$ cat src/rtl/stopwatch_seq.sv
// Sequencer for an MM:SS.t stopwatch: 10 Hz prescaler, rippled digit enables,
// and the start/stop/lap/clear state machine driving five counter10 digits.
module stopwatch_seq #(
  parameter int CLK_DIV = 1_000_000,
  parameter int DIV_W   = 20
) (
  input  logic       clk,
  input  logic       res,
  input  logic       ena,
  input  logic       btn_ss,
  input  logic       btn_lr,
  input  logic [4:0] max_d,
  output logic [4:0] ena_d,
  output logic       cnt_res,
  output logic       disp_hold,
  output logic       running,
  output logic       ovf,
  output logic [2:0] state
);

  typedef enum logic [2:0] {
    IDLE   = 3'd0,
    RUN    = 3'd1,
    LAP    = 3'd2,
    PAUSED = 3'd3,
    FULL   = 3'd4
  } state_t;

  state_t           state_reg;
  state_t           state_next;
  logic [DIV_W-1:0] presc_reg;
  logic             counting;
  logic             tick;
  logic             full_tick;
  logic             clear;
  logic [4:0]       carry;

  assign counting  = ena && ((state_reg == RUN) || (state_reg == LAP));
  assign tick      = counting && (presc_reg == DIV_W'(CLK_DIV - 1));
  assign full_tick = tick && (&max_d);

  // Digit i advances only when every lower digit is sitting at its maximum.
  assign carry[0] = 1'b1;
  generate
    for (genvar gi = 1; gi < 5; gi++) begin : g_carry
      assign carry[gi] = carry[gi-1] & max_d[gi-1];
    end
  endgenerate

  // Overflow outranks any button arriving in the same cycle.
  always_comb begin
    state_next = state_reg;
    if (ena) begin
      if (full_tick) begin
        state_next = FULL;
      end else begin
        case (state_reg)
          IDLE:    if (btn_ss) state_next = RUN;
          RUN:     if (btn_ss) state_next = PAUSED;
                   else if (btn_lr) state_next = LAP;
          LAP:     if (btn_ss) state_next = PAUSED;
                   else if (btn_lr) state_next = RUN;
          PAUSED:  if (btn_ss) state_next = RUN;
                   else if (btn_lr) state_next = IDLE;
          FULL:    if (!btn_ss && btn_lr) state_next = IDLE;
          default: state_next = IDLE;
        endcase
      end
    end
  end

  assign clear = (state_next == IDLE) && (state_reg != IDLE);

  always_ff @(posedge clk or negedge res) begin
    if (!res) begin
      state_reg <= IDLE;
      presc_reg <= '0;
      ena_d     <= '0;
      cnt_res   <= 1'b0;
      disp_hold <= 1'b0;
      running   <= 1'b0;
      ovf       <= 1'b0;
    end else begin
      state_reg <= state_next;
      disp_hold <= (state_next == LAP);
      running   <= (state_next == RUN) || (state_next == LAP);
      ovf       <= (state_next == FULL);
      cnt_res   <= !clear;
      ena_d     <= (tick && !full_tick) ? carry : 5'b00000;
      // PAUSED leaves the partial tenth in place so resume continues it.
      if (clear || tick) begin
        presc_reg <= '0;
      end else if (counting) begin
        presc_reg <= presc_reg + 1'b1;
      end
    end
  end

  assign state = state_reg;

endmodule

$ cat config.mk
export PLATFORM = sky130hd
export DESIGN_NAME = stopwatch_seq
export DESIGN_NICKNAME = d
export VERILOG_FILES = /design/src/rtl/stopwatch_seq.sv
export SDC_FILE = /design/constraint.sdc
export NUM_CORES = 1
export LEC_CHECK = 0
export CAP_MARGIN = 5
export CORE_ASPECT_RATIO = 1.25
export CORE_MARGIN = 2
export CORE_UTILIZATION = 40
export CTS_BUF_LIST = sky130_fd_sc_hd__clkbuf_8
export DETAILED_ROUTE_END_ITERATION = 6
export PLACE_DENSITY_LB_ADDON = 0.1
export SYNTH_ARGS = -nofsm -noshare
export SYNTH_HDL_FRONTEND = slang
export SYNTH_SLANG_ARGS = --single-unit
$ cat constraint.sdc
create_clock -name clk -period 5.3 [get_ports clk]
set_input_delay 1.325 -clock clk [delete_from_list [all_inputs] [get_ports clk]]
set_output_delay 1.325 -clock clk [all_outputs]
set_load 0.005 [all_outputs]
### After elaboration in Yosys (flattened, before gate mapping)

Cells that the tools add are included.

* bits in registers: 32
* input bits: 10
* output and inout bits: 12

* add/sub/neg operators: 1
* equal/unequal tests: 8
* multiplexer cells: 14
* bitwise gates (word level): 3
* reduce and logical (&&, ||, !) cells: 17

Operators by type and width (number)
* two-way mux 20 bit: 2
* two-way mux 3 bit: 10
* adder 20 x 1 -> 20 bit, second input constant: 1
* equality test 20 bit, second input constant: 1
* case mux 3 bit (5 select lines): 1
* equality test 3 x 2 -> 1 bit, second input constant: 3
* equality test 3 x 1 -> 1 bit, second input constant: 2
* equality test 3 bit, second input constant: 2
* logical AND 1 bit: 6
* zero test 3 bit: 2
* two-way mux 5 bit: 1
* AND reduction 5 bit: 1
* bitwise AND 1 bit: 3
* zero test 1 bit: 3
* logical OR 1 bit: 3
* nonzero test 3 bit: 1
* nonzero test 2 bit: 1

### Longest topological paths before layout

* depth after elaboration: 11
* depth in mapped cells: 6
* mapped depth without buffers: 5

### Least setup slack after synthesis

OpenSTA, ideal clock, no wires.

* kind: input to register
* from: in ena
* to: reg presc_reg[18]
* data arrival time: 2699 ps
* required time: 5206 ps
* slack: 2507 ps
* stages on the path: 5
* cells stage by stage: and4b_1 or4b_1 buf_2 or4_1 a211oi_1

* word-level cells in the longest chain between the ends: 9
* elaborated cells between the ends (all ways): 10
* classes of those cells: mux (3); reduce/logical (7)

Ends and longest elaborated chain
* start, declared: line 9 `input logic ena,`
* logical AND 1 bit: line 38 `assign counting = ena && ((state_reg == RUN) || (state_reg == LAP));`
* logical AND 1 bit: line 39 `assign tick = counting && (presc_reg == DIV_W'(CLK_DIV - 1));`
* logical AND 1 bit: line 40 `assign full_tick = tick && (&max_d);`
* two-way mux 3 bit: line 54 `if (full_tick) begin`
* two-way mux 3 bit: line 53 `if (ena) begin`
* zero test 3 bit: line 72 `assign clear = (state_next == IDLE) && (state_reg != IDLE);`
* logical AND 1 bit: line 72
* logical OR 1 bit: line 91 `if (clear || tick) begin`
* two-way mux 20 bit or nonzero test 2 bit (tied branches)
* end signal, assigned: line 94 `presc_reg <= presc_reg + 1'b1;`
* end, declared: line 31 `logic [DIV_W-1:0] presc_reg;`

Several ways; a longest one is shown, not always the timed one.
A chain may end at the register's enable or synchronous reset.

### Final worst setup path

Same ends and word-level chain as after synthesis.

==> impl_metrics.toml <==
[sta]
whs_ps = 573
fin_skew_ps = 3.61
setup_slack_ps = 1940
tightest_slew_ps = 992
fin_tns_setup_ps = 0
report.final.slew_viol_count = 0
rsz0062_at_grt = "no"
fin_crit_ps = 3360
setup_viol = 0
finalCritPeriodShare_pct = 63.4
hold_viol = 0
slew-limit-headroom_pct = 33.5
max_freq_ghz = 0.298

[synth]
synth_top_family_by_area = "simple AND/OR/NAND/NOR gates"
ys_seq_area_share_pct = 46.0
avgSynthCellArea_um2 = 9.78
synth.distinct_cells = 43
synth_compound_area_share_pct = 13.9
synth_fp_nets = 189
synth_xor_area_share_pct = 5.54
netlist_top_cells_count = "32 x dfrtp_1, 11 x nor3_1, 11 x o21ai_0, 10 x a211oi_1, 10 x nand2_1"
synth_edf_count = 0
synth-seq-cells = 32
async_flop_share_pct = 100
synth_top_cell_by_area = "dfrtp_1"
synthMuxAreaShare_pct = 1.15
ys_warn_count = 0
ys.flop_type = "dfrtp_1"
yosysMostFrequentCell = "dfrtp_1"
synth_top_area_share_pct = 46.0
synth_area_um2 = 1740
syn_inst = 178
yosys-top-cells-area = "dfrtp_1 46%, a211oi_1 4.3%, nor3_1 3.2%, o21ai_0 3.2%, xor2_1 3.0%"
yosys.area_share.simple_pct = 28.8
synth_fa_ha_area_share_pct = 0.719

[worst_setup_path]
startpoint = "ena"
worstPathCellList = "clkdlybuf4s50_1 > and4b_1 > or4b_1 > or4_1 > a211oi_1"
reg2reg_from = "presc_reg[0]$_DFFE_PN0P_"
crit_path_max_fanout = 11
reg2reg_slack_ps = 3080
cp_slowest_cell = "clkdlybuf4s50_1"
cpLargestDelayFamily = "simple AND/OR/NAND/NOR gates"
critPathLaunchType = "primary input"
critPathBufInv = 1
crit_required_ps = 5490
crit_type = "in -> reg"
critical_path.max_stage_delay_ps = 660
end_kind = "flip-flop"
cp.arrival_ps = 3550

[grt]
grt_util_all_layers_pct = 17.5
grt_first_pass_wirelength_um = 6710
grt_antenna_before_repair = 0
first_global_vias = 1438
gr-total-overflow = 0
grt_max_degree = 33

[cells_and_area]
nNetsFinal = 210
final_util_pct = 50.3
largest_reg_flops = 20
drive_above_1_share_pct = 7.00
diodes = 0
syn2layout_area_growth_pct = 19.3
fin_cells = 256

[floorplan]
die_w_um = 63
core_um2 = 4130
die-area_um2 = 4900
die_h_um = 77.8
row_count = 26
pin_count = 22
start_util_pct = 42.1

[drt]
firstDrtPassIters = 4
drc_errors = 0
viasPerCell = 5.71
routed_wl_um = 3960
wl_per_cell_um = 15.4
num_vias = 1462
drtAntennaViolNets = 0
drt_iter0_markers = 79

[placement]
dp_hpwl_um = 2760
portBuffers = 21
place.gp.congestion = 0.779
dp_cells = 248
preCtsSetupSlack_ps = 1660

[hold_path]
worstHoldPathType = "reg -> reg"
hp-start = "presc_reg[18]$_DFFE_PN0P_"

[cts]
cts.clk_slew.worst_paths_ps = 60
numCtsBuffers = 5
htree_levels = 2
cts-resized-gates = 0
cts_num_sinks = 32
insertion_delay_ps = 280
cts-hold-fix-buffers = 0
cts_tree = "done"
post_cts_buffers = 0
cts_root_buf = "clkbuf_8"
cts_buffer_depth = 2

[pwr]
peakVddDrop_v = 0.000140
p_leak_nw = 0.836
power_density_nw_per_um2 = 296

[status]
status = "finished, final reports clean"

[job]
drv_cap = 0
==> path summary, 6_finish.rpt <==
kind                                             end  cells after the start
setup / recovery           presc_reg[18]$_DFFE_PN0P_                      5
hold / removal             presc_reg[18]$_DFFE_PN0P_                      2
setup reg to reg           presc_reg[18]$_DFFE_PN0P_                      5
hold reg to reg            presc_reg[18]$_DFFE_PN0P_                      2
max in group asynchronous         ena_d[3]$_DFF_PN0_                      2
min in group asynchronous  presc_reg[15]$_DFFE_PN0P_                      2
==> per-stage QoR <==
step	total power, mW	cell area (µm²)
after floorplan	0.385	1740
after global placement	0.427	1990
after detailed placement	0.432	1990
after CTS	0.620	2080
after global routing	0.655	2080
final	0.614	2080
==> cells by family after synthesis <==
group,Yosys count
buffers and inverters,13
adder cells (fa/ha/maj),1
multiplexers,2
XOR/XNOR,11
AND/OR/NAND/NOR,84
flip-flops,32
AO/OA/AOI/OAI,35
==> tightest hold or removal path, stage by stage, from the launching register on <==
cell and delay [ps]:
dfrtp_1 390, o31ai_1 70, a211oi_1 60
==> power by group <==
group	internal (mW)	switching [mW]
logic	0.0599	0.0621
clock network	0.102	0.0846
registers	0.270	0.0356
total	0.432	0.182
==> layout make-up <==
class / count / area [µm²]
clock buffer: 6 / 82.6
clock inverter: 2 / 7.51
fill: 404 / 2050
inverter: 4 / 15.0
multi-input combinational: 133 / 876
sequential: 32 / 801
tap: 56 / 70.1
timing repair buffer: 23 / 225
==> layout by cell type, fill, tap and decap left out, types with 4 or more instances in the layout <==
cell and count:
nand4_1 7, and2_1 4, inv_1 6, nand3_1 9, nor3_1 11, or3_1 7
nand2_1 10, nor2_1 6, clkbuf_8 6, dfrtp_1 32, and3_1 6, xnor2_1 5
clkdlybuf4s50_1 21, xor2_1 6, o21ai_0 11, a211oi_1 10
==> per-layer routing <==
metal,routed length [µm],GRT usage (%)
met5,0,0
met4,95,8.00
met3,131,4.20
met2,1920,28.7
met1,1810,21.6
(Power assumes the default switching activity.)
